### src/rtl/mem_port_arbiter.sv
// Two-port (instruction fetch A, data load/store B) to single physical-memory port arbiter.
// Optional macro MEM_ARB_ROUND_ROBIN_EN selects round-robin on ties; default is fixed priority to B.
module mem_port_arbiter #(
  parameter int ADDR_W = 32,
  parameter int DATA_W = 32
) (
  input  logic                clk,
  input  logic                rst_n,
  // port A: instruction fetch, read-only
  input  logic                read_a,
  input  logic [ADDR_W-1:0]   address_a,
  output logic                resp_a,
  output logic [DATA_W-1:0]   rdata_a,
  // port B: data loads and stores
  input  logic                read_b,
  input  logic                write,
  input  logic [DATA_W/8-1:0] wmask,
  input  logic [ADDR_W-1:0]   address_b,
  input  logic [DATA_W-1:0]   wdata,
  output logic                resp_b,
  output logic [DATA_W-1:0]   rdata_b,
  // shared physical-memory port
  output logic                pmem_read,
  output logic                pmem_write,
  output logic [ADDR_W-1:0]   pmem_address,
  output logic [DATA_W-1:0]   pmem_wdata,
  output logic [DATA_W/8-1:0] pmem_wmask,
  input  logic                pmem_resp,
  input  logic [DATA_W-1:0]   pmem_rdata
);

  localparam int MASK_W = DATA_W / 8;

  typedef enum logic [1:0] {
    IDLE    = 2'd0,
    SERVE_A = 2'd1,
    SERVE_B = 2'd2,
    DONE    = 2'd3
  } state_t;

  state_t state_reg;

  logic req_a;
  logic req_b;
  logic grant_b;

  assign req_a = read_a;
  assign req_b = read_b | write;

`ifdef MEM_ARB_ROUND_ROBIN_EN
  // 1 = port B was granted most recently; reset favours B on the first tie
  logic last_b_reg;

  assign grant_b = req_b & (~req_a | ~last_b_reg);
`else
  assign grant_b = req_b;
`endif

  always_ff @(posedge clk or negedge rst_n) begin
    if (!rst_n) begin
      state_reg    <= IDLE;
      resp_a       <= 1'b0;
      resp_b       <= 1'b0;
      rdata_a      <= '0;
      rdata_b      <= '0;
      pmem_read    <= 1'b0;
      pmem_write   <= 1'b0;
      pmem_address <= '0;
      pmem_wdata   <= '0;
      pmem_wmask   <= '0;
`ifdef MEM_ARB_ROUND_ROBIN_EN
      last_b_reg   <= 1'b0;
`endif
    end else begin
      case (state_reg)
        IDLE: begin
          resp_a <= 1'b0;
          resp_b <= 1'b0;
          if (grant_b) begin
            // read_b together with write is treated as a write
            state_reg    <= SERVE_B;
            pmem_write   <= write;
            pmem_read    <= ~write;
            pmem_address <= address_b;
            pmem_wdata   <= wdata;
            pmem_wmask   <= wmask;
`ifdef MEM_ARB_ROUND_ROBIN_EN
            last_b_reg   <= 1'b1;
`endif
          end else if (req_a) begin
            state_reg    <= SERVE_A;
            pmem_read    <= 1'b1;
            pmem_write   <= 1'b0;
            pmem_address <= address_a;
            pmem_wdata   <= '0;
            pmem_wmask   <= {MASK_W{1'b0}};
`ifdef MEM_ARB_ROUND_ROBIN_EN
            last_b_reg   <= 1'b0;
`endif
          end
        end

        SERVE_A: begin
          if (pmem_resp) begin
            state_reg  <= DONE;
            pmem_read  <= 1'b0;
            pmem_write <= 1'b0;
            rdata_a    <= pmem_rdata;
            resp_a     <= 1'b1;
          end
        end

        SERVE_B: begin
          if (pmem_resp) begin
            state_reg  <= DONE;
            pmem_read  <= 1'b0;
            pmem_write <= 1'b0;
            // stores leave the last load data visible on rdata_b
            if (!pmem_write) begin
              rdata_b <= pmem_rdata;
            end
            resp_b     <= 1'b1;
          end
        end

        DONE: begin
          state_reg <= IDLE;
          resp_a    <= 1'b0;
          resp_b    <= 1'b0;
        end

        default: begin
          state_reg  <= IDLE;
          resp_a     <= 1'b0;
          resp_b     <= 1'b0;
          pmem_read  <= 1'b0;
          pmem_write <= 1'b0;
        end
      endcase
    end
  end

endmodule

### config.mk
export PLATFORM = sky130hd
export DESIGN_NAME = mem_port_arbiter
export DESIGN_NICKNAME = d
export VERILOG_FILES = /design/src/rtl/mem_port_arbiter.sv
export SDC_FILE = /design/constraint.sdc
export NUM_CORES = 1
export LEC_CHECK = 0
export CAP_MARGIN = 40
export CORE_MARGIN = 2
export CORE_UTILIZATION = 43
export DETAILED_ROUTE_END_ITERATION = 10
export HOLD_SLACK_MARGIN = 0.05
export PLACE_DENSITY_LB_ADDON = 0.08
export SLEW_MARGIN = 20
export SYNTH_ARGS = -nofsm -noshare
export SYNTH_HDL_FRONTEND = slang
export SYNTH_SLANG_ARGS = --single-unit
### constraint.sdc
create_clock -name clk -period 5.2 [get_ports clk]
set_clock_uncertainty 0.15 [all_clocks]
set_input_delay 0.78 -clock clk [delete_from_list [all_inputs] [get_ports clk]]
set_output_delay 0.78 -clock clk [all_outputs]
set_load 0.005 [all_outputs]
Word-level counts from Yosys, hierarchy flattened
Cells that the tools add are included.
{ "totals": {"reg_bits": 138, "input_bits": 138, "output_inout_bits": 136, "elab_cells": 54} }
{ "op_classes": {"eq_ne": 7, "n_mux": 20, "n_bitwise": 3, "n_reduce_logical": 14} }
{ "op_table": {"columns": ["operator", "n"], "rows": [
  ["32-bit 2-to-1 mux", 4],
  ["2-bit AND reduction", 5],
  ["4-bit 2-to-1 mux", 2],
  ["1-bit case mux with 2 select lines", 4],
  ["2-bit nonzero test", 4],
  ["1-bit 2-to-1 mux", 6],
  ["2-bit 2-to-1 mux", 3],
  ["2-bit case mux with 3 select lines", 1],
  ["3-bit AND reduction", 2],
  ["2-bit equality test (second input constant)", 2],
  ["2-bit != test (second input constant)", 2],
  ["2-bit OR reduction", 2],
  ["3-bit != test (second input constant)", 1],
  ["2-bit by 1-bit equality test with 1-bit output (second input constant)", 1],
  ["2-bit zero test", 1],
  ["2-bit by 1-bit != test with 1-bit output (second input constant)", 1],
  ["1-bit NOT", 2],
  ["1-bit bitwise OR", 1]
]} }

Longest topological paths before layout
{ "logic_depth": {"depth_word": 4, "mapped_depth": 6, "ltp_nobuf": 5} }

Least setup slack after synthesis
No wires, ideal clock.
{ "synth_timing": {"path_type": "input to register", "start": "in write", "end": "reg pmem_read", "setup_time_ns": 0.125, "t_arrival_ns": 1.687, "required_time_ns": 4.925, "setup_slack_ns": 3.239, "path_stages": 4, "n_path_buf": 1, "cell_sequence": "buf_2 nor3_1 a211oi_1 mux2_2"} }
{ "synth_between": {"elab_chain_len": 3, "word_cells_on_any_way": 6, "classes_between": "eq/ne: 1; mux: 2; bitwise: 2; reduce/logical: 1"} }
{ "synth_lines": {"columns": ["item", "line_no", "rtl"], "rows": [
  ["from (decl)", "16", "input logic write,"],
  ["1-bit bitwise OR / 1-bit NOT (equally long branches)", "48, 83", null],
  ["3-bit != test (no source line) / 1-bit 2-to-1 mux (equally long branches)", null, null],
  ["3-bit AND reduction (no source line) / 1-bit case mux with 2 select lines (equally long branches)", null, null],
  ["to (signal assigned)", "83", "pmem_read <= ~write;"],
  ["to (decl)", "23", "output logic pmem_read,"]
]} }
Parallel ways exist; a longest one is shown, timed or not.
A chain may end at the register's enable or synchronous reset.

Worst setup path in the final report
{ "layout_timing": {"start": "in write", "end": "reg pmem_address[9]"} }
{ "layout_between": {"elab_chain_len": 3, "word_cells_on_any_way": 4, "classes_between": "mux: 1; bitwise: 1; reduce/logical: 2"} }
{ "layout_lines": {"columns": ["item", "line_no", "rtl"], "rows": [
  ["1-bit bitwise OR (*)", "48", "assign req_b = read_b | write;"],
  ["2-bit nonzero test (no source line)", null, null],
  ["2-bit AND reduction (no source line)", null, null],
  ["to (signal assigned)", "84", "pmem_address <= address_b;"],
  ["to (signal assigned)", "94", "pmem_address <= address_a;"],
  ["to (decl)", "25", "output logic [ADDR_W-1:0] pmem_address,"]
]} }
Every way passes the cells marked *; elsewhere a longest branch is shown, timed or not.

==> results.toml <==
[outcome]
run_status = "finished clean"

[setup_path]
timing.critical_path.from_type = "primary input"
ff2ff_path_depth = 5
r2r_setup_slack_ps = 3000
critPathLaunch = "write"
critical_path_peak_fanout = 87
cp.arrival_ps = 2910
timing.setup.critical_path_class = "in2reg"
worst-endpoint-required_ps = 5300
critical_path.max_stage_delay_ps = 690
critPathCaptureType = "flop"
critical-path-slowest-cell = "sky130_fd_sc_hd__buf_4"
worst_r2r_endpoint = "pmem_address[9]"
ordered_cell_list_for_the_critical_path = "clkdlybuf4s50_1 -> o31ai_4 -> buf_4 -> o21ai_0"
worstSetupEndpoint = "pmem_address[9]"
critical_path.reg2reg.startpoint = "state_reg[0]"

[synth]
yosys_most_used_dff = "sky130_fd_sc_hd__dfrtp_1"
postSynthRegisterBits = 138
synthesis.nets = 534
synth.yosys.seq_area_share_pct = 63.1
yosysTopAreaCell = "sky130_fd_sc_hd__dfrtp_1"
post_synth_top_cells = "138 x sky130_fd_sc_hd__dfrtp_1, 67 x sky130_fd_sc_hd__mux2_2, 36 x sky130_fd_sc_hd__a22o_1"
postSynth.asyncResetShare_pct = 100
synth_cells = 391
synthesis.area_per_instance_um2 = 14.0
post_synth_num_cell_types = 21
synth.top_cell.area_share_pct = 63.1
ys_warn_count = 0
synth_edf_count = 0
synth.cell_area_mm2 = 0.00547
yosysMostFrequentCell = "sky130_fd_sc_hd__dfrtp_1"
synth.area.top_cells = "sky130_fd_sc_hd__dfrtp_1 63%, sky130_fd_sc_hd__mux2_2 14%, sky130_fd_sc_hd__mux2i_1 6.2%"

[grt]
global_route.overflow_total = 0
via_count_of_the_first_global_routing_pass = 4240
global_route_wire_length_before_repair_mm = 21.4
number_of_antenna_violations_at_the_first_check_in_global_routing = 0
gr-usage-all-layers_pct = 21.0
largest_net_degree_at_the_start_of_global_routing = 97

[placed_design]
pre_cts_ws_ps = 1940
gp_congestion = 0.764
half_perimeter_wire_length_of_the_detailed_placement_result_mm = 10.6
numPlacedInstances = 819
count_of_input_and_output_buffers = 273

[clocking]
cts.repair_timing.setup_buffer_count = 0
clock_tree_from_tritoncts = "done"
clk_latency_ps = 410
cts_sinks = 138
clock_buffers_created_by_tritoncts = 17
cts_hold_repair.buffers = 0
h-tree-depth = 4
clkTransAtPathRegs_ps = 50
clk_path_buf_depth = 2
post_cts.resized_instances = 0
clk_root_buffer_cell = "sky130_fd_sc_hd__clkbuf_16"

[detailed_routing]
avgRoutedWirePerCell_um = 17.0
drtPass1Iterations = 4
final_antenna_net_count = 0
drt-initial-drc-count = 162
drt_drc_violations_left = 0
vias_per_cell = 4.91
route.vias.total = 4172
drt_wl_total_mm = 14.4

[sta]
slew-limit-headroom_pct = 51.0
final.hold.worst_slack_ps = 141
timing.final.crit_period_ps = 2810
report.final.slew_viol_count = 0
timing_hold_violations_final = 0
setup_repair_after_global_routing_missed_its_margin = "false"
fmax_mhz = 356
setup-tns-final_ps = 0
timing.final.ws_setup_ps = 2390
final_min_period_over_clock_period_pct = 54.1
setup-violations-final = 0
tightest_slew_ps = 735

[layout]
diodes = 0
postLayoutCoreUtil_pct = 71.3
area_growth_syn_to_layout_pct = 63.1
finalNonFillerCells = 850
num-nets-final = 810
post_route_cells_drive_above_1_share_pct = 15.8

[floorplanning]
standard_cell_rows = 41
ios = 274
floorplan.initialDensity_pct = 43.7
die_area_mm2 = 0.0136
die_h_um = 117
coreArea_mm2 = 0.0125
die_x_um = 117

[pwr]
irDropWorstVdd_uv = 302
power.density_cell_area_mw_per_mm2 = 580
p_leak_nw = 3.81

[hold_path]
hold_path_class = "in2async"

[run]
maxCapViolCount = 0
==> cell families (layout without fill, tap and decap cells) <==
family / count (synthesis) / after routing / share of synthesized area [%]
AOI/OAI and AO/OA: 76 / 76 / 9.79
adders and majority gates: 5 / 5 / 1.14
buffers and inverters: 27 / 314 / 2.47
DFF: 138 / 138 / 63.1
muxes: 101 / 101 / 20.0
and+or+nand+nor: 44 / 44 / 3.43
==> layout by cell type (no fill, tap or decap), types with 2 or more instances in the layout <==
master / synthesis / layout
sky130_fd_sc_hd__clkdlybuf4s50_1: 0 / 272
sky130_fd_sc_hd__dfrtp_1: 138 / 138
sky130_fd_sc_hd__mux2_2: 67 / 67
sky130_fd_sc_hd__a22o_1: 36 / 36
sky130_fd_sc_hd__nand2_1: 35 / 35
sky130_fd_sc_hd__mux2i_1: 34 / 34
sky130_fd_sc_hd__o21ai_0: 34 / 34
sky130_fd_sc_hd__clkbuf_16: 0 / 17
sky130_fd_sc_hd__clkinv_2: 0 / 6
sky130_fd_sc_hd__buf_4: 3 / 6
sky130_fd_sc_hd__ha_1: 5 / 5
sky130_fd_sc_hd__inv_1: 3 / 3
sky130_fd_sc_hd__a21oi_1: 3 / 3
sky130_fd_sc_hd__nor2b_1: 3 / 2
sky130_fd_sc_hd__nor2_1: 2 / 2
sky130_fd_sc_hd__clkbuf_8: 0 / 2
sky130_fd_sc_hd__clkbuf_1: 3 / 2
sky130_fd_sc_hd__clkinvlp_4: 0 / 2
==> layout make-up <==
cell class / instances / area, um2
clock buffer: 21 / 460
multi-input combinational: 226 / 1880
clock inverter: 9 / 75.1
inverter: 3 / 11.3
timing repair buffer: 281 / 2820
sequential: 138 / 3450
fill: 948 / 3600
tap: 172 / 215
==> routing by layer <==
metal  GRT usage, %  up-vias  share of wire (%)
met5              0        -                  0
met4           9.57        0                2.7
met3           7.93       30                8.8
met2           35.1      182                 50
met1           24.0     2017                 38
li1               -     1943                  -
==> power breakdown <==
group / internal [W] / total (W) / switching [W]
clock: 0.000671 / 0.00108 / 0.000414
sequential: 0.00160 / 0.00188 / 0.000277
combinational: 0.00143 / 0.00220 / 0.000773
==> stage by stage <==
stage                     cell area (um2)  power [W]
final                                8920    0.00517
after global routing                 8920    0.00549
after CTS                            8890    0.00523
after detailed placement             8360    0.00412
after global placement               8330    0.00403
after floorplan                      5470    0.00274
==> worst max-delay path: cells and delay by family <==
family | cells | cell delay, ps
AO/OA/AOI/OAI | 2 | 850
buffers and inverters | 2 | 1240
==> worst min-delay path by stage <==
| stage | to | slack, ps | depth (start not counted) | startpoint |
|---|---|---|---|---|
| 2_1_floorplan | pmem_address[0] | 320 | 2 | pmem_address[0] |
| 3_3_place_gp | pmem_address[15] | 310 | 2 | pmem_address[15] |
| 3_5_place_dp | pmem_address[1] | 320 | 2 | pmem_address[1] |
| 4_1_cts | pmem_address[0] | 330 | 2 | pmem_address[0] |
| 5_1_grt | rdata_a[15] | 150 | 1 | rst_n |
| 6_report | rdata_a[15] | 140 | 1 | rst_n |
Note: power is estimated with default switching activity, not from simulation.
